<file path="config.mk">
export PLATFORM = sky130hd
export DESIGN_NAME = sw_led_ctrl
export DESIGN_NICKNAME = d
export VERILOG_FILES = /design/src/rtl/sw_led_ctrl.sv
export SDC_FILE = /design/constraint.sdc
export NUM_CORES = 1
export LEC_CHECK = 0
export BUFFER_PORTS_ARGS = -buffer_cell sky130_fd_sc_hd__buf_2
export CAP_MARGIN = 10
export CORE_MARGIN = 8
export CORE_UTILIZATION = 46
export CTS_BUF_LIST = sky130_fd_sc_hd__clkbuf_8
export DETAILED_ROUTE_END_ITERATION = 10
export GPL_ROUTABILITY_DRIVEN = 0
export GPL_TIMING_DRIVEN = 0
export PLACE_DENSITY = 0.66
export SLEW_MARGIN = 20
export SYNTH_ARGS = -nofsm -noshare
export SYNTH_HDL_FRONTEND = slang
export SYNTH_SLANG_ARGS = --single-unit
</file>
<file path="constraint.sdc">
create_clock -name clk -period 2.3 [get_ports clk]
set_clock_uncertainty 0.2 [all_clocks]
set_input_delay 0.115 -clock clk [delete_from_list [all_inputs] [get_ports clk]]
set_output_delay 0.115 -clock clk [all_outputs]
set_load 0.05 [all_outputs]
</file>
<file path="src/rtl/sw_led_ctrl.sv">
// Mode controller for the switch/LED bank: synchronises and debounces the slide
// switches and mode button, then drives the LEDs in pass, hold, rotate or blink mode.
module sw_led_ctrl #(
  parameter int N           = 16,
  parameter int DEB_CYCLES  = 1000000,
  parameter int TICK_CYCLES = 25000000
) (
  input  logic         clk,
  input  logic         rst_n,
  input  logic [N-1:0] sw,
  input  logic         btn_mode,
  output logic [N-1:0] led,
  output logic [1:0]   mode
);

  localparam int DW = $clog2(DEB_CYCLES);
  localparam int TW = $clog2(TICK_CYCLES);
  localparam logic [DW-1:0] DEB_LAST  = DW'(DEB_CYCLES - 1);
  localparam logic [TW-1:0] TICK_LAST = TW'(TICK_CYCLES - 1);

  typedef enum logic [1:0] {
    PASS  = 2'd0,
    HOLD  = 2'd1,
    SHIFT = 2'd2,
    BLINK = 2'd3
  } mode_e;

  logic [N-1:0]  sw_m, sw_s, sw_prev, sw_db;
  logic          btn_m, btn_s, btn_prev, btn_db, btn_db_d;
  logic [DW-1:0] deb_cnt;
  logic [TW-1:0] tick_cnt;
  logic          samp, step, tick;

  mode_e         state, state_nxt;
  logic [N-1:0]  pattern, pattern_nxt, led_nxt;
  logic          blink_on, blink_on_nxt;

  assign samp = (deb_cnt == DEB_LAST);
  assign tick = (tick_cnt == TICK_LAST);
  assign step = btn_db & ~btn_db_d;

  // NOTE: clocked state uses non-blocking assignments so every flop samples
  // pre-edge values; blocking here would collapse the two synchroniser stages.
  always_ff @(posedge clk or negedge rst_n) begin
    if (!rst_n) begin
      sw_m  <= '0;
      sw_s  <= '0;
      btn_m <= 1'b0;
      btn_s <= 1'b0;
    end else begin
      sw_m  <= sw;
      sw_s  <= sw_m;
      btn_m <= btn_mode;
      btn_s <= btn_m;
    end
  end

  // A bit only moves when two consecutive samples agree on its new level.
  always_ff @(posedge clk or negedge rst_n) begin
    if (!rst_n) begin
      deb_cnt  <= '0;
      sw_prev  <= '0;
      sw_db    <= '0;
      btn_prev <= 1'b0;
      btn_db   <= 1'b0;
      btn_db_d <= 1'b0;
    end else begin
      btn_db_d <= btn_db;
      if (samp) begin
        deb_cnt  <= '0;
        sw_prev  <= sw_s;
        sw_db    <= (sw_s & ~(sw_s ^ sw_prev)) | (sw_db & (sw_s ^ sw_prev));
        btn_prev <= btn_s;
        if (btn_s == btn_prev) btn_db <= btn_s;
      end else begin
        deb_cnt <= deb_cnt + DW'(1);
      end
    end
  end

  always_ff @(posedge clk or negedge rst_n) begin
    if (!rst_n)          tick_cnt <= '0;
    else if (step || tick) tick_cnt <= '0;
    else                 tick_cnt <= tick_cnt + TW'(1);
  end

  always_ff @(posedge clk or negedge rst_n) begin
    if (!rst_n) state <= PASS;
    else        state <= state_nxt;
  end

  // NOTE: every output of this block gets a default first so no path leaves a
  // variable unassigned, which would otherwise infer a latch.
  always_comb begin
    state_nxt    = state;
    pattern_nxt  = pattern;
    blink_on_nxt = blink_on;
    led_nxt      = '0;
    unique case (state)
      PASS: begin
        led_nxt = sw_db;
        if (step) begin
          state_nxt   = HOLD;
          pattern_nxt = sw_db;
        end
      end
      HOLD: begin
        led_nxt = pattern;
        if (step) state_nxt = SHIFT;
      end
      SHIFT: begin
        led_nxt = pattern;
        if (step) begin
          state_nxt    = BLINK;
          blink_on_nxt = 1'b1;
        end else if (tick) begin
          pattern_nxt = {pattern[N-2:0], pattern[N-1]};
        end
      end
      BLINK: begin
        led_nxt = blink_on ? pattern : '0;
        if (step)      state_nxt    = PASS;
        else if (tick) blink_on_nxt = ~blink_on;
      end
    endcase
  end

  always_ff @(posedge clk or negedge rst_n) begin
    if (!rst_n) begin
      pattern  <= '0;
      blink_on <= 1'b0;
      led      <= '0;
      mode     <= PASS;
    end else begin
      pattern  <= pattern_nxt;
      blink_on <= blink_on_nxt;
      led      <= led_nxt;
      mode     <= state;
    end
  end

endmodule

</file>
==> results_dict.tcl <==
set metrics [dict create \
    status "finished with violations" \
    violations "negative hold slack" \
    clk_latency_ps 460 \
    crit_chain "or4_4 > nor4_4 > and2_4 > buf_8 > buf_12 > buf_12 > a21oi_2 > a21oi_1" \
    worstPathRequired_ps 2480 \
    crit_buf_inv 3 \
    max_slew_margin_pct 58.8 \
    dieArea_sq_um 17100 \
    ys_seq_elements 151 \
    worst_ir_drop_vdd_mv 0.318 \
    h-tree-depth 4 \
    worst_pin_slew_ps 616 \
    diodes 0 \
    synthAdderAreaFrac_pct 1.24 \
    cts.sinks 151 \
    antenna_found_initial 0 \
    start_kind "flop" \
    slew_violations 0 \
    finish.instance_area_sq_um 7450 \
    grt_pass1_wl_um 20900 \
    path_clk_slew_ps 80 \
    max_freq_mhz 448 \
    synth_edf_count 0 \
    timing.hold.ws_ps -34.4 \
    rows 42 \
    syn-num-nets 543 \
    ios 37 \
    grt_util_all_layers_pct 15.8 \
    dpl_cell_area_sq_um 6480 \
    rsz0062_at_grt "yes" \
    postRouteAntennaNets 0 \
    root_buffer "clkbuf_8" \
    drt_iter0_markers 436 \
    critical_path.slowest_cell "or4_4" \
    dr.pass1.iters 4 \
    detail_route.wirelength_um 12500 \
    cts_buffers 17 \
    core_area_sq_um 13000 \
    numPortBuffers 36 \
    p_seq_share_pct 52.8 \
    cp_max_fo 4 \
    switching_share_pct 21.4 \
    synthXorXnorAreaFrac_pct 5.51 \
    internal_power_mw 4.02 \
    post_drt_wl_per_cell_um 15.5 \
    max_cap_violations 0 \
    nNetsFinal 639 \
    yosys.area_share.simple_pct 15.2 \
    die_h_um 131 \
    arrival_ps 2410 \
    layout-drive-gt1-share_pct 22.6 \
    worst-r2r-setup-slack_ps 70 \
    fillers 1095 \
    worstHoldPathType "input pin to asynchronous set/reset pin" \
    synthArstFlopShare_pct 100 \
    dp_hpwl_um 7860 \
    synth_area_per_cell_sq_um 11.7 \
    die_w_um 131 \
    p_total_mw 5.12 \
    fin_crit_sh_pct 97.1 \
    multi_input_area_sq_um 2140 \
    fin_crit_ps 2230 \
    final.setup.tns_ps 0 \
    synth_mux_area_share_pct 0.186 \
    power_density_nw_per_um2 687 \
    fin_cells 803 \
    clock_path_buffers 2 \
    cts_tree "built" \
    seqCellArea_sq_um 3780 \
    synth_warnings 0 \
    final-hold-violation-count 51 \
    synth-main-ff-cell "dfrtp_1" \
    p_sw_mw 1.10 \
    synth_top_family_by_area "simple AND/OR/NAND/NOR gates" \
    grt_pass1_vias 4199 \
    grt_overflow 0 \
    area_growth_pct 23.3 \
    viasPerCell 5.18 \
    grt_max_degree 85 \
    setup_viol 0 \
    end_kind "flop" \
    ys_seq_area_share_pct 62.5 \
    floorplan.initialDensity_pct 46.4 \
    worstSetupPathType "flop to flop" \
    remaining_drc_errors 0 \
    synthDistinctLibCells 47 \
    pwr-share-clk_pct 45.3 \
    dpl.cell_count 731 \
    syn-instance-count 518 \
    route.vias.total 4163 \
    combPwrFrac_pct 1.9 \
    max_stage_delay_ps 530 \
    path_delay_family "simple AND/OR/NAND/NOR gates" \
    leakage_nw 3.45 \
    netlist_area_sq_um 6040 \
    synth_compound_area_share_pct 11.7 \
    cpMostUsedCell "buf_12" \
]
## cells by family (layout without fill, tap and decap cells)
family	after synthesis	in the layout
AOI/OAI and AO/OA	108	108
xor gates and xnor gates	38	38
and+or+nand+nor	172	172
muxes	1	1
adders and majority gates	6	6
buffers and inverters	42	151
DFF	151	151
## final cells by class
class                           count  area share [%]
Multi-Input combinational cell    325            28.7
Clock inverter                     15            2.97
Inverter                           22            1.11
Timing Repair Buffer               80            8.55
Tap cell                          176            2.96
Buffer                             17            1.78
Clock buffer                       17            3.14
Sequential cell                   151            50.8
## power by group through the flow
stage | Sequential [mW] | Combinational [mW] | Clock (mW)
2_1_floorplan | 2.75 | 0.000703 | 0
3_3_place_gp | 2.75 | 0.0656 | 0
3_5_place_dp | 2.75 | 0.0765 | 0
4_1_cts | 2.70 | 0.102 | 2.36
5_1_grt | 2.70 | 0.115 | 2.49
6_report | 2.70 | 0.0996 | 2.31
## synthesized netlist by cell type (4+ instances only)
cell      number  area share (%)
ha_1           6             1.2
nand2_1       41             2.5
xor2_1        26             3.8
and4_1         4            0.58
nor2_1        50             3.1
a21oi_1       37             3.1
nand2b_1      12             1.2
inv_1         22             1.4
clkbuf_1       8            0.50
nand3_1       19             1.6
xnor2_1       12             1.7
o221a_1       16             3.0
o21ai_0       24             2.0
nand4_1       11             1.1
buf_6          5            0.93
o21ai_1       14             1.2
dfrtp_1      151              63
a22o_1        16             2.3
## timing repair
action	4_1_cts	5_1_grt
gates cloned	0	1
gates resized for setup	11	33
pin swaps	1	6
endpoints found under the setup margin	89	72
setup buffers	7	15
hold endpoints to repair	168	4
hold buffers	19	1
## stage by stage
stage	utilization [%]	worst slack [ps]
floorplan	-	79.8
global placement	49.4	-1140
detailed placement	49.7	-346
CTS	55.3	1.33
global route	57.2	-6.62
finish	57.2	65.9
## layer usage
layer  up-vias  track usage [%]  wire length, um
met4         0             7.90              291
met5         -                0                0
li1       1992                -                -
met2        89             23.9             5820
met3        25             4.02              530
met1      2057             20.7             5820
## final timing paths
path / cells past startpoint / endpoint / from
setup reg to reg: 8 / flop / deb_cnt[10]$_DFF_PN0_
min in group clk: 2 / sw_m[7]$_DFF_PN0_ / sw[7]
setup / recovery: 8 / flop / deb_cnt[10]$_DFF_PN0_
max in group asynchronous: 3 / tick_cnt[10]$_DFF_PN0_ / rst_n
hold reg to reg: 0 / sw_s[3]$_DFF_PN0_ / sw_m[3]$_DFF_PN0_
hold / removal: 2 / mode[1]$_DFF_PN0_ / rst_n
## cells in the final DEF, fill, tap and decap left out, drive strengths merged, types with 3 or more instances in the layout
cell         netlist  final
bufinv             0      5
dlygate4sd3        0     20
nand4             12     12
inv               22     26
clkinv             0      5
dfrtp            151    151
and4               4      4
and2               3      3
nor4               6      6
buf               12     70
o221a             16     16
clkbuf             8     24
nor3               4      4
o21ai             38     38
and3               5      5
a21oi             37     37
a22o              16     16
nand3             20     20
ha                 6      6
xnor2             12     12
xor2              26     26
nand2b            12     12
nand2             41     41
nor2              50     50
No activity file was read; power rests on OpenSTA's default activity.
